==> src/rtl/abr_params_pkg.sv <==
// Shared memory-port types for the ML-DSA accelerator datapath.
package abr_params_pkg;

  localparam int ABR_MEM_ADDR_WIDTH = 15;

  typedef enum logic [1:0] {
    RW_IDLE  = 2'b00,
    RW_READ  = 2'b01,
    RW_WRITE = 2'b10
  } mem_rw_mode_e;

  typedef struct packed {
    mem_rw_mode_e                  rd_wr_en;
    logic [ABR_MEM_ADDR_WIDTH-1:0] addr;
  } mem_if_t;

endpackage

==> src/rtl/sigencode_h_defines_pkg.sv <==
// Constants, state encoding and lane priority encoder for the hint encoder.
package sigencode_h_defines_pkg;

  localparam int MLDSA_N            = 256;
  localparam int MLDSA_K            = 8;
  localparam int MLDSA_OMEGA        = 75;
  localparam int SGE_WORDS_PER_POLY = MLDSA_N / 4;
  localparam int SGE_COEFF_W        = 24;
  localparam int SGE_POLY_W         = $clog2(MLDSA_K);
  localparam int SGE_WORD_W         = $clog2(SGE_WORDS_PER_POLY);

  typedef enum logic [2:0] {
    SGE_IDLE,
    SGE_RD_REQ,
    SGE_RD_CAP,
    SGE_EMIT,
    SGE_PAD,
    SGE_SUM,
    SGE_DONE
  } sge_state_e;

  // Index of the lowest set bit; callers only use it when mask is non-zero.
  function automatic logic [1:0] sge_lowest_lane(input logic [3:0] mask);
    logic [1:0] lane;
    lane = 2'd0;
    for (int i = 3; i >= 0; i--) begin
      if (mask[i]) lane = 2'(i);
    end
    return lane;
  endfunction

endpackage

==> src/rtl/sigencode_h.sv <==
// ML-DSA hint encoder: reads K hint polys (2 cycles/word + 1/hint) and streams indices, zero pad, hint sums.
// Byte stream is valid/ready; byte and last hold while stalled and no memory reads are issued meanwhile.
module sigencode_h
  import abr_params_pkg::*;
  import sigencode_h_defines_pkg::*;
(
  input  logic                          clk,
  input  logic                          reset,
  input  logic                          zeroize,
  input  logic                          sigencode_h_enable,
  input  logic [ABR_MEM_ADDR_WIDTH-1:0] src_base_addr,
  output mem_if_t                       mem_rd_req,
  input  logic [4*SGE_COEFF_W-1:0]      mem_rd_data,
  output logic [7:0]                    enc_byte_o,
  output logic                          enc_valid_o,
  input  logic                          enc_ready_i,
  output logic                          enc_last_o,
  output logic                          sigencode_h_done,
  output logic                          sigencode_h_error
);

  localparam logic [7:0]            OMEGA_CNT = 8'(MLDSA_OMEGA);
  localparam logic [SGE_WORD_W-1:0] LAST_WORD = SGE_WORD_W'(SGE_WORDS_PER_POLY - 1);
  localparam logic [SGE_POLY_W-1:0] LAST_POLY = SGE_POLY_W'(MLDSA_K - 1);

  sge_state_e              state_q, state_d;
  logic [SGE_POLY_W-1:0]   poly_q, poly_d;
  logic [SGE_WORD_W-1:0]   word_q, word_d;
  logic [3:0]              mask_q, mask_d;
  logic [7:0]              hint_cnt_q, hint_cnt_d;
  logic [7:0]              byte_cnt_q, byte_cnt_d;
  logic [SGE_POLY_W-1:0]   sum_idx_q, sum_idx_d;
  logic                    error_q, error_d;
  logic [7:0]              hintsum_q [MLDSA_K];
  logic [7:0]              hintsum_d [MLDSA_K];

  logic [3:0] lane_bits;
  logic [1:0] lane;
  logic       advance;
  logic       unused_data_bits;

  // Only bit 0 of each 24-bit lane carries the hint.
  always_comb begin
    for (int i = 0; i < 4; i++) begin
      lane_bits[i] = mem_rd_data[SGE_COEFF_W*i];
    end
  end
  assign unused_data_bits = ^mem_rd_data;

  always_comb begin
    state_d             = state_q;
    poly_d              = poly_q;
    word_d              = word_q;
    mask_d              = mask_q;
    hint_cnt_d          = hint_cnt_q;
    byte_cnt_d          = byte_cnt_q;
    sum_idx_d           = sum_idx_q;
    error_d             = error_q;
    hintsum_d           = hintsum_q;
    advance             = 1'b0;
    lane                = sge_lowest_lane(mask_q);
    mem_rd_req.rd_wr_en = RW_IDLE;
    mem_rd_req.addr     = '0;
    enc_valid_o         = 1'b0;
    enc_byte_o          = 8'h00;
    enc_last_o          = 1'b0;
    sigencode_h_done    = 1'b0;

    unique case (state_q)
      SGE_IDLE: begin
        if (sigencode_h_enable) begin
          poly_d     = '0;
          word_d     = '0;
          mask_d     = '0;
          hint_cnt_d = '0;
          byte_cnt_d = '0;
          sum_idx_d  = '0;
          error_d    = 1'b0;
          state_d    = SGE_RD_REQ;
        end
      end
      SGE_RD_REQ: begin
        mem_rd_req.rd_wr_en = RW_READ;
        mem_rd_req.addr     = src_base_addr + ABR_MEM_ADDR_WIDTH'({poly_q, word_q});
        state_d             = SGE_RD_CAP;
      end
      SGE_RD_CAP: begin
        mask_d = lane_bits;
        if (lane_bits != 4'b0000) state_d = SGE_EMIT;
        else                      advance = 1'b1;
      end
      SGE_EMIT: begin
        // A pending hint with the budget already spent is an overflow: abort silently.
        if (hint_cnt_q == OMEGA_CNT) begin
          error_d = 1'b1;
          state_d = SGE_DONE;
        end else begin
          enc_valid_o = 1'b1;
          enc_byte_o  = {word_q, lane};
          if (enc_ready_i) begin
            mask_d     = mask_q & ~(4'b0001 << lane);
            hint_cnt_d = hint_cnt_q + 8'd1;
            byte_cnt_d = byte_cnt_q + 8'd1;
            if (mask_d == 4'b0000) advance = 1'b1;
          end
        end
      end
      SGE_PAD: begin
        enc_valid_o = 1'b1;
        if (enc_ready_i) begin
          byte_cnt_d = byte_cnt_q + 8'd1;
          if (byte_cnt_d == OMEGA_CNT) state_d = SGE_SUM;
        end
      end
      SGE_SUM: begin
        enc_valid_o = 1'b1;
        enc_byte_o  = hintsum_q[sum_idx_q];
        enc_last_o  = (sum_idx_q == LAST_POLY);
        if (enc_ready_i) begin
          if (sum_idx_q == LAST_POLY) state_d = SGE_DONE;
          else                        sum_idx_d = sum_idx_q + 1'b1;
        end
      end
      SGE_DONE: begin
        sigencode_h_done = 1'b1;
        state_d          = SGE_IDLE;
      end
      default: state_d = SGE_IDLE;
    endcase

    // Word/poly stepping shared by empty words and fully drained hint words.
    if (advance) begin
      if (word_q != LAST_WORD) begin
        word_d  = word_q + 1'b1;
        state_d = SGE_RD_REQ;
      end else begin
        hintsum_d[poly_q] = hint_cnt_d;
        word_d            = '0;
        if (poly_q != LAST_POLY) begin
          poly_d  = poly_q + 1'b1;
          state_d = SGE_RD_REQ;
        end else begin
          sum_idx_d = '0;
          state_d   = (byte_cnt_d == OMEGA_CNT) ? SGE_SUM : SGE_PAD;
        end
      end
    end

    if (zeroize) begin
      state_d    = SGE_IDLE;
      poly_d     = '0;
      word_d     = '0;
      mask_d     = '0;
      hint_cnt_d = '0;
      byte_cnt_d = '0;
      sum_idx_d  = '0;
      error_d    = 1'b0;
      for (int i = 0; i < MLDSA_K; i++) hintsum_d[i] = '0;
    end
  end

  always_ff @(posedge clk or posedge reset) begin
    if (reset) begin
      state_q    <= SGE_IDLE;
      poly_q     <= '0;
      word_q     <= '0;
      mask_q     <= '0;
      hint_cnt_q <= '0;
      byte_cnt_q <= '0;
      sum_idx_q  <= '0;
      error_q    <= 1'b0;
      for (int i = 0; i < MLDSA_K; i++) hintsum_q[i] <= '0;
    end else begin
      state_q    <= state_d;
      poly_q     <= poly_d;
      word_q     <= word_d;
      mask_q     <= mask_d;
      hint_cnt_q <= hint_cnt_d;
      byte_cnt_q <= byte_cnt_d;
      sum_idx_q  <= sum_idx_d;
      error_q    <= error_d;
      hintsum_q  <= hintsum_d;
    end
  end

  assign sigencode_h_error = error_q;

endmodule

==> config.mk <==
export PLATFORM = sky130hd
export DESIGN_NAME = sigencode_h
export DESIGN_NICKNAME = d
export VERILOG_FILES = /design/src/rtl/abr_params_pkg.sv /design/src/rtl/sigencode_h_defines_pkg.sv /design/src/rtl/sigencode_h.sv
export SDC_FILE = /design/constraint.sdc
export NUM_CORES = 1
export LEC_CHECK = 0
export CAP_MARGIN = 20
export CORE_MARGIN = 2
export CORE_UTILIZATION = 45
export CTS_CLUSTER_DIAMETER = 120
export DETAILED_ROUTE_END_ITERATION = 7
export MAX_ROUTING_LAYER = met4
export PLACE_DENSITY = 0.82
export SKIP_LAST_GASP = 1
export SLEW_MARGIN = 20
export SYNTH_ARGS = -nofsm -noshare
export SYNTH_HDL_FRONTEND = slang
export SYNTH_SLANG_ARGS = --single-unit
==> constraint.sdc <==
create_clock -name clk -period 4.7 [get_ports clk]
set_input_delay 0.705 -clock clk [delete_from_list [all_inputs] [get_ports clk]]
set_output_delay 0.705 -clock clk [all_outputs]
set_load 0.03 [all_outputs]
==> results of run 1 <==
## routing by layer
layer | GRT usage (%) | routed length, um | up-vias
met5 | - | 0 | -
met4 | 8.19 | 437 | 0
met3 | 3.11 | 763 | 35
met2 | 33.5 | 7290 | 159
met1 | 29.8 | 7130 | 2599
li1 | - | - | 2500
## synth_stat cells, types with 3 or more instances
| cell type | n |
|---|---|
| a21o_1 | 11 |
| xor2_1 | 6 |
| nand3b_1 | 18 |
| nand3_1 | 19 |
| a31oi_1 | 5 |
| dfrtp_1 | 100 |
| clkbuf_1 | 30 |
| nor2b_1 | 13 |
| nor3_1 | 17 |
| a221oi_1 | 3 |
| xnor2_1 | 5 |
| mux4_2 | 16 |
| mux2i_1 | 22 |
| and2_1 | 6 |
| buf_4 | 3 |
| inv_1 | 13 |
| or3_1 | 5 |
| nand4_1 | 3 |
| o21ai_0 | 63 |
| nand2b_1 | 37 |
| o211ai_1 | 4 |
| nor3b_1 | 8 |
| mux2_2 | 10 |
| buf_1 | 4 |
| a22o_1 | 13 |
| buf_2 | 4 |
| a211oi_1 | 4 |
| a21oi_1 | 38 |
| nand2_1 | 65 |
| and3_1 | 14 |
| ha_1 | 16 |
| nor2_1 | 46 |
## flip-flops by register name, summed over array words and instances, names as in the netlist
| register | cells |
|---|---|
| hintsum_q | 64 |
| mask_q | 4 |
| state_q | 3 |
| poly_q | 3 |
| sigencode_h_error | 1 |
| word_q | 6 |
| sum_idx_q | 3 |
| hint_cnt_q | 8 |
| byte_cnt_q | 8 |
## layout by cell type, fill, tap and decap left out, types with 4 or more instances in the layout
cell type        instances
nand2b_1                37
inv_1                   12
nand3b_1                18
a21oi_1                 38
buf_4                   12
xnor2_1                  5
mux2i_1                 22
mux4_2                  16
clkdlybuf4s50_1         50
nor2b_1                 13
a31oi_1                  5
nor3b_1                  8
and2_1                   6
a211oi_1                 4
clkbuf_16                9
nand2_1                 65
nand3_1                 19
ha_1                    16
dfrtp_1                100
o211ai_1                 4
xor2_1                   6
o21ai_0                 63
and3_1                  14
nor3_1                  17
a22o_1                  13
mux2_2                  10
or3_1                    5
a21o_1                  11
nor2_1                  46
## power groups by stage
stage	Combinational, mW	Clock (mW)	Sequential [mW]
6_report	0.768	0.745	0.938
3_5_place_dp	0.761	0	0.952
2_1_floorplan	0.556	0	0.917
4_1_cts	0.764	0.751	0.935
5_1_grt	0.828	0.790	0.944
3_3_place_gp	0.753	0	0.951
## worst paths after layout
check,end,slack (ps),cells past startpoint
hold reg to reg,hintsum_q[36]$_DFFE_PP0P_,500,1
hold / removal,hintsum_q[36]$_DFFE_PP0P_,500,1
max in group asynchronous,word_q[1]$_DFFE_PP0P_,2890,3
setup reg to reg,hintsum_q[5]$_DFFE_PP0P_,1420,8
setup / recovery,mem_rd_req[11],330,10
min in group asynchronous,hintsum_q[16]$_DFFE_PP0P_,940,2
## metrics by stage
step | util, % | instance area (um2) | instances | power, mW
floorplan | - | 6320 | 671 | 1.47
global placement | 50.7 | 6980 | 873 | 1.70
detailed placement | 50.7 | 6980 | 873 | 1.71
CTS | 52.8 | 7270 | 888 | 2.45
global route | 52.8 | 7270 | 888 | 2.56
finish | 52.8 | 7270 | 888 | 2.45
## layout make-up
type / count / area [um2] / area share [%]
flip-flops and latches: 100 / 2500 / 34.4
well taps: 180 / 225 / 3.10
clock buffers: 10 / 229 / 3.15
clock inverters: 5 / 61.3 / 0.843
inverters: 13 / 51.3 / 0.705
multi-input cells: 517 / 3610 / 49.6
repair buffers: 63 / 596 / 8.19
## cells by family (layout without fill, tap and decap cells)
group	after synthesis	after routing	share of synthesized area [%]
buffers and inverters	54	91	3.47
and+or+nand+nor	271	271	23.2
muxes	49	49	11.1
DFF	100	100	39.6
AOI/OAI and AO/OA	168	168	17.5
other	1	1	0.0593
xor gates and xnor gates	11	11	1.52
adders and majority gates	17	17	3.49
==> results.ini, run 1 <==
[power_and_ir_drop]
swShare_pct = 35.5
powerDensity_nw_per_um2 = 337
internal_power_mw = 1.58
pwr-share-comb_pct = 31.3
netSwitchingPower_mw = 0.870
p_leak_nw = 3.06
p_seq_share_pct = 38.3
power_frac_clock_pct = 30.4
ir_worst_vdd_mv = 0.180

[routing]
viasPerCell = 5.96
antenna_left = 0
routed_wirelength_um = 15600
vias = 5293
drtIter0Drc = 536
drcViolationCount = 0
drt_pre_antenna_iters = 5
wl_per_cell_um = 17.6

[worst_setup_path]
startpoint_type = input pin
reg2reg_from = state_q[2]$_DFFE_PP0P_
required_ps = 3990
crit_chain = clkdlybuf4s50_1, ha_1, a21o_1, a211oi_1, o21ai_0, a31oi_1, nor2_1, xnor2_1, nor2_1, clkdlybuf4s50_1
critPathArrivalTime_ps = 3660
crit_buf_inv = 2
startpoint = src_base_addr[1]
critPathSlowestCell = clkdlybuf4s50_1
worstSetupEndpointType = primary output
critPathTopFamily = compound AO/OA/AOI/OAI gates
max_stage_delay_ps = 680
worstSetupPathType = in -> out
crit_fanout = 4

[global_route]
grt_pass1_wl_um = 25300
grt_max_degree = 94
grtUsageTotal_pct = 21.9
grt_overflow = 0
antenna_found_initial = 0
first_global_vias = 4969

[floorplan]
core_um2 = 13800
start_util_pct = 45.9
dieHeight_um = 122
rows = 43
dieWidth_um = 122
die_area_um2 = 15000
io_pins = 145

[place]
post-place-ws_ps = 400
portBuffers = 51
place.gp.congestion = 0.870
post-dp-hpwl_um = 10500

[logic_synthesis]
yosys_most_used_dff = dfrtp_1
syn_avg_cell_area_um2 = 9.42
async_flop_share_pct = 100
synthesis.area_um2 = 6320
syn_nets = 804
yosys_warnings = 0
yosysTopAreaCell = dfrtp_1
synth_edf_count = 0
synth_seq_area_share_pct = 39.6
synth_area_leaders = dfrtp_1 40%, mux4_2 5.7%, o21ai_0 5.0%, nand2_1 3.9%, nand2b_1 3.7%
synthDistinctLibCells = 71
yosys.area.top_type_share_pct = 39.6
synth_seq_cells = 100
syn_inst = 671

[sta]
finalCritPeriodShare_pct = 92.9
report.final.slew_viol_count = 0
worst_slew_pin_slew_ps = 971
finalSetupViolations = 0
grt_setup_unrepaired = no
finalWorstSetupSlack_ps = 333
fin_skew_ps = 5.60
max_freq_ghz = 0.229
layout_min_cycle_time_ps = 4370
tns_ps = 0
hold_violations = 0
holdWs_ps = 499
max-slew-margin-rel_pct = 35.3

[clocking]
cts_sinks = 100
clk_pin_slew_ps = 70
cts_root_buffer = clkbuf_16
htree_levels = 3
worstSkewPairLatency_ps = 340
numCtsBuffers = 9
cts_hold_buf = 0
cts-resized-gates = 0
clk_path_buf_depth = 2
cts_tree = yes
post_cts_buffers = 0

[hold_path]
hp-class = reg -> reg
worstHoldStart = hintsum_q[36]$_DFFE_PP0P_

[job]
maxCapViolCount = 0

[run_status]
status = completed

[cells_and_area]
fillers = 1201
diodes = 0
nNetsFinal = 837
layout-drive-gt1-share_pct = 9.89
area_growth_pct = 15.1

(Power assumes the default switching activity.)
==> run 2, diff against run 1 <==
--- a/config.mk
+++ b/config.mk
@@ -7,11 +7,11 @@
 export LEC_CHECK = 0
 export CAP_MARGIN = 20
 export CORE_MARGIN = 2
-export CORE_UTILIZATION = 45
+export CORE_UTILIZATION = 55
 export CTS_CLUSTER_DIAMETER = 120
 export DETAILED_ROUTE_END_ITERATION = 7
 export MAX_ROUTING_LAYER = met4
-export PLACE_DENSITY = 0.82
+export PLACE_DENSITY = 0.95
 export SKIP_LAST_GASP = 1
 export SLEW_MARGIN = 20
 export SYNTH_ARGS = -nofsm -noshare
==> run 2 against run 1 <==
  * Worst hold slack worse by 6.1 ps
  * Fmax is 1.6% higher
  * Clock skew grew 5.6 ps
  * Count of clock-buffer cells in the layout decreased by 1
  * Critical endpoint is now mem_rd_req[12]
  * Setup slack gained 67 ps
  * Clock power grew 5.0%
  * Global-route usage is 5.2 points higher
  * Critical path type unchanged
  * Routed wire length grew 2.4%
  * First-iteration DRC count grew 10%
==> results.ini, run 2 (synthesized netlist as in run 1, its figures left out) <==
[run_status]
status = completed

[power_and_ir_drop]
finalPower_mw = 2.47
p_seq_share_pct = 38.4
power_frac_clock_pct = 31.6
swShare_pct = 36.0
netSwitchingPower_mw = 0.890
powerDensity_nw_per_um2 = 343
ir_worst_vdd_mv = 0.296
pwr-share-comb_pct = 30.0
p_leak_nw = 3.06
internal_power_mw = 1.58

[global_route]
antenna_found_initial = 0
grt_max_degree = 71
grtUsageTotal_pct = 27.2
grt_overflow = 0
grt_pass1_wl_um = 26600
first_global_vias = 5493

[sta]
max_freq_ghz = 0.233
holdWs_ps = 493
worst_slew_pin_slew_ps = 883
grt_setup_unrepaired = no
finalSetupViolations = 0
finalCritPeriodShare_pct = 91.5
tns_ps = 0
finalWorstSetupSlack_ps = 400
layout_min_cycle_time_ps = 4300
max-slew-margin-rel_pct = 40.7
report.final.slew_viol_count = 0
fin_skew_ps = 11.2
hold_violations = 0

[clocking]
cts_hold_buf = 0
post_cts_buffers = 0
clk_path_buf_depth = 2
cts_sinks = 100
worstSkewPairLatency_ps = 360
cts-resized-gates = 0
htree_levels = 3
cts_tree = yes
clk_pin_slew_ps = 70
numCtsBuffers = 9
cts_root_buffer = clkbuf_16

[worst_setup_path]
crit_fanout = 3
worstSetupPathType = in -> out
worstSetupEndpointType = primary output
required_ps = 3990
critPathArrivalTime_ps = 3590
startpoint_type = input pin

[cells_and_area]
seq_area_um2 = 2500
area_growth_pct = 14.1
largest_registers = hintsum_q x64, byte_cnt_q x8, hint_cnt_q x8
final_area_um2 = 7210
multi_input_area_um2 = 3600
fin_cells = 849
nNetsFinal = 834
regMostFlops = hintsum_q
fillers = 849
utilization_pct = 63.7
diodes = 0
layout-drive-gt1-share_pct = 9.49
final_cell_mix = 100 x dfrtp_1, 65 x nand2_1, 63 x o21ai_0
final_common_cell = dfrtp_1
largest_reg_flops = 64

[routing]
drt_pre_antenna_iters = 5
routed_wirelength_um = 16000
vias = 5475
antenna_left = 0
viasPerCell = 6.45
drtIter0Drc = 592
drcViolationCount = 0
wl_per_cell_um = 18.9

[floorplan]
start_util_pct = 55.8
dieHeight_um = 111
die_area_um2 = 12400
io_pins = 145
rows = 39
core_um2 = 11300
dieWidth_um = 111

[place]
dpl.cell_count = 833
post-place-ws_ps = 388
place_area_um2 = 6900
place.gp.congestion = 0.924
post-dp-hpwl_um = 11000
portBuffers = 51

[job]
maxCapViolCount = 0

[hold_path]
hp-class = reg -> reg

## run 2: cell count changes in the layout (fill, tap and decap cells not counted), sizes merged
cell,delta
buf,-3
clkbuf,-1
clkinv,+2
clkinvlp,-2
inv,+2
## run 2: area by class of cell
type | count | share of cell area (%)
Clock buffer | 9 | 3.12
Clock inverter | 7 | 1.15
Inverter | 13 | 0.711
Multi-Input combinational cell | 517 | 49.9
Sequential cell | 100 | 34.7
Tap cell | 143 | 2.48
Timing Repair Buffer | 60 | 7.95
## run 2: final timing paths
kind | start | endpoint | slack (ps) | cells past startpoint
max in group asynchronous | reset | hintsum_q[45]$_DFFE_PP0P_ | 2850 | 3
worst min register to register | hintsum_q[32]$_DFFE_PP0P_ | hintsum_q[32]$_DFFE_PP0P_ | 490 | 1
worst min-delay path | hintsum_q[32]$_DFFE_PP0P_ | hintsum_q[32]$_DFFE_PP0P_ | 490 | 1
worst max-delay path | src_base_addr[0] | mem_rd_req[12] | 400 | 11
worst max register to register | state_q[0]$_DFFE_PP0P_ | hintsum_q[4]$_DFFE_PP0P_ | 1450 | 8
min in group asynchronous | reset | hint_cnt_q[1]$_DFF_PP0_ | 820 | 2
## run 2: layer usage
layer | vias up | GRT usage (%) | wire [um]
met5 | - | - | 0
met4 | 0 | 11.7 | 481
met3 | 47 | 4.48 | 1130
met2 | 287 | 45.0 | 7930
met1 | 2655 | 33.1 | 6470
li1 | 2486 | - | -
## run 2: power groups by stage
stage	sequential, mW	combinational [mW]	clock (mW)
after detailed placement	0.964	0.734	0
after global placement	0.961	0.716	0
final	0.950	0.741	0.782
after global routing	0.956	0.799	0.826
after CTS	0.947	0.737	0.791
after floorplan	0.917	0.556	0
## run 2: worst max-delay path, stage by stage
cell and delay [ps]:
clkdlybuf4s50_1 400, ha_1 220, fa_1 420, a21o_1 170, a21o_1 200, a21boi_0 280, o31ai_1 190, nand3_1 140
xor2_1 70, nor2_1 100, clkdlybuf4s50_1 680
==> run 3, diff against run 2 <==
--- a/config.mk
+++ b/config.mk
@@ -7,11 +7,12 @@
 export LEC_CHECK = 0
 export CAP_MARGIN = 20
 export CORE_MARGIN = 2
-export CORE_UTILIZATION = 55
+export CORE_UTILIZATION = 46
 export CTS_CLUSTER_DIAMETER = 120
+export CTS_CLUSTER_SIZE = 24
 export DETAILED_ROUTE_END_ITERATION = 7
 export MAX_ROUTING_LAYER = met4
-export PLACE_DENSITY = 0.95
+export PLACE_DENSITY = 0.86
 export SKIP_LAST_GASP = 1
 export SLEW_MARGIN = 20
 export SYNTH_ARGS = -nofsm -noshare
==> constraint.sdc (replaced) <==
create_clock -name clk -period 3.9 [get_ports clk]
set_input_delay 0.585 -clock clk [delete_from_list [all_inputs] [get_ports clk]]
set_output_delay 0.585 -clock clk [all_outputs]
set_load 0.03 [all_outputs]
==> run 3 against run 2 <==
  * Die area rose by 19%
  * Final cell count rose by 5.4%
  * Sequential power rose by 15%
  * Final area rose by 2.2%
  * Setup slack got worse by 280 ps
  * Via count fell by 1.8%
  * Register-to-register slack got worse by 570 ps
  * Critical path type unchanged
  * Critical endpoint is now mem_rd_req[6]
  * Largest cell class unchanged
  * Highest routed layer unchanged
==> results.ini, run 3 (synthesized netlist as in run 1, its figures left out) <==
[cells_and_area]
regMostFlops = hintsum_q
final_cell_mix = 100 x dfrtp_1, 65 x nand2_1, 63 x o21ai_0
seq_area_um2 = 2500
final_area_um2 = 7370
final_common_cell = dfrtp_1
diodes = 0
layout-drive-gt1-share_pct = 12.1
area_growth_pct = 16.6
fillers = 1158
multi_input_area_um2 = 3620
largest_reg_flops = 64
largest_registers = hintsum_q x64, byte_cnt_q x8, hint_cnt_q x8
nNetsFinal = 847

[hold_path]
min_path_cells = 1
hp-class = reg -> reg

[clocking]
post_cts_buffers = 0
worstSkewPairLatency_ps = 350
cts_sinks = 100
htree_levels = 3
cts_tree = yes
clk_pin_slew_ps = 70
numCtsBuffers = 9
clk_path_buf_depth = 2
cts_root_buffer = clkbuf_16
cts_hold_buf = 0

[worst_setup_path]
critPathSlowestCell = clkdlybuf4s50_1
r2r_cells = 6
reg2reg_from = hint_cnt_q[4]$_DFF_PP0_
r2r_slack_ps = 880
worstSetupEndpointType = primary output
crit_fanout = 3
startpoint = src_base_addr[0]
required_ps = 3310
crit_end = mem_rd_req[6]
critPathArrivalTime_ps = 3200
worstSetupPathType = in -> out
cpMostUsedCell = a21o_1
crit_chain = clkdlybuf4s50_1, ha_1, fa_1, a21o_1, a21o_1, a21o_1, a21oi_1, xor2_1, nor2_1, clkdlybuf4s50_1
regToRegEndpoint = hintsum_q[45]$_DFFE_PP0P_
max_stage_delay_ps = 680
startpoint_type = input pin

[job]
maxCapViolCount = 0

[routing]
viasPerCell = 6.01
wl_met3_um = 887
drtIter0Drc = 552
top_layer_used = met4
met1Wirelength_um = 6810
antenna_left = 0
drt_pre_antenna_iters = 7
drcViolationCount = 0
routed_wirelength_um = 15600
wl_per_cell_um = 17.4
dr_wl_met2_um = 7540
vias = 5377

[power_and_ir_drop]
internal_power_mw = 1.94
pwr-share-comb_pct = 32.6
ir_worst_vdd_mv = 0.192
netSwitchingPower_mw = 1.06
swShare_pct = 35.4
p_seq_share_pct = 36.4
power_frac_clock_pct = 31.1
p_leak_nw = 3.19
powerDensity_nw_per_um2 = 407

[sta]
layout_min_cycle_time_ps = 3780
max_freq_ghz = 0.264
max-slew-margin-rel_pct = 34.9
finalCritPeriodShare_pct = 96.9
grt_setup_unrepaired = no
worst_slew_pin_slew_ps = 977
report.final.slew_viol_count = 0
finalSetupViolations = 0
hold_violations = 0
tns_ps = 0
fin_skew_ps = 10.3

[global_route]
grt_overflow = 0
first_global_vias = 5184
grt_pass1_wl_um = 25400
antenna_found_initial = 0
grtUsageTotal_pct = 22.3
grt_max_degree = 69

[place]
portBuffers = 51
place_area_um2 = 7040
post-dp-hpwl_um = 10800
place.gp.congestion = 0.940

[floorplan]
core_um2 = 13300
rows = 42
dieHeight_um = 121
die_area_um2 = 14700
dieWidth_um = 121
io_pins = 145
start_util_pct = 47.3

[run_status]
status = completed

==> run 3: worst min-delay path by stage <==
stage,startpoint,endpoint,slack [ps]
2_1_floorplan,hintsum_q[0]$_DFFE_PP0P_,hintsum_q[0]$_DFFE_PP0P_,460
3_3_place_gp,hintsum_q[35]$_DFFE_PP0P_,hintsum_q[35]$_DFFE_PP0P_,480
3_5_place_dp,hintsum_q[38]$_DFFE_PP0P_,hintsum_q[38]$_DFFE_PP0P_,480
4_1_cts,hintsum_q[38]$_DFFE_PP0P_,hintsum_q[38]$_DFFE_PP0P_,500
5_1_grt,hintsum_q[5]$_DFFE_PP0P_,hintsum_q[5]$_DFFE_PP0P_,520
6_report,hintsum_q[39]$_DFFE_PP0P_,hintsum_q[39]$_DFFE_PP0P_,510
==> run 3: power by group through the flow <==
| stage | Clock (mW) | Combinational [mW] | Sequential (mW) |
|---|---|---|---|
| after global routing | 0.976 | 1.06 | 1.10 |
| after global placement | 0 | 0.950 | 1.11 |
| after CTS | 0.936 | 0.968 | 1.09 |
| after floorplan | 0 | 0.671 | 1.10 |
| final | 0.931 | 0.977 | 1.09 |
| after detailed placement | 0 | 0.963 | 1.11 |
==> run 3: area by class of cell <==
| type | instances | share of cell area [%] |
|---|---|---|
| Multi-Input combinational cell | 517 | 49.1 |
| Sequential cell | 100 | 34.0 |
| Timing Repair Buffer | 73 | 9.05 |
| Clock buffer | 10 | 3.24 |
| Tap cell | 176 | 2.99 |
| Clock inverter | 6 | 0.951 |
| Inverter | 13 | 0.696 |
==> run 3: per-stage QoR <==
| step | cells | util, % | total power, mW | hold slack, ps | setup WS, ps |
|---|---|---|---|---|---|
| finish | 895 | 55.2 | 3.00 | 508 | 119 |
| global route | 895 | 55.2 | 3.13 | 521 | 33.6 |
| CTS | 895 | 55.1 | 3.00 | 504 | 45.2 |
| detailed placement | 879 | 52.8 | 2.07 | 484 | 11.8 |
| global placement | 879 | 52.8 | 2.06 | 479 | 24.0 |
| floorplan | 671 | - | 1.78 | 461 | 696 |
==> run 3: timing repair <==
action | in CTS | in global routing
resized for setup | 1 | 4
setup endpoints to repair | 1 | 4
cloned | 0 | 0
==> run 3: per-layer routing <==
metal	vias up	track usage (%)
met2	196	36.9
met3	31	3.01
met4	0	7.40
li1	2532	-
met5	-	-
met1	2618	28.6
==> run 3: worst max-delay path, delay by kind of cell <==
kind | cells | cell delay [ps]
AO/OA/AOI/OAI | 4 | 710
buffers and inverters | 2 | 1080
AND/OR/NAND/NOR | 1 | 80
XOR/XNOR | 1 | 80
adder cells (fa/ha/maj) | 2 | 640
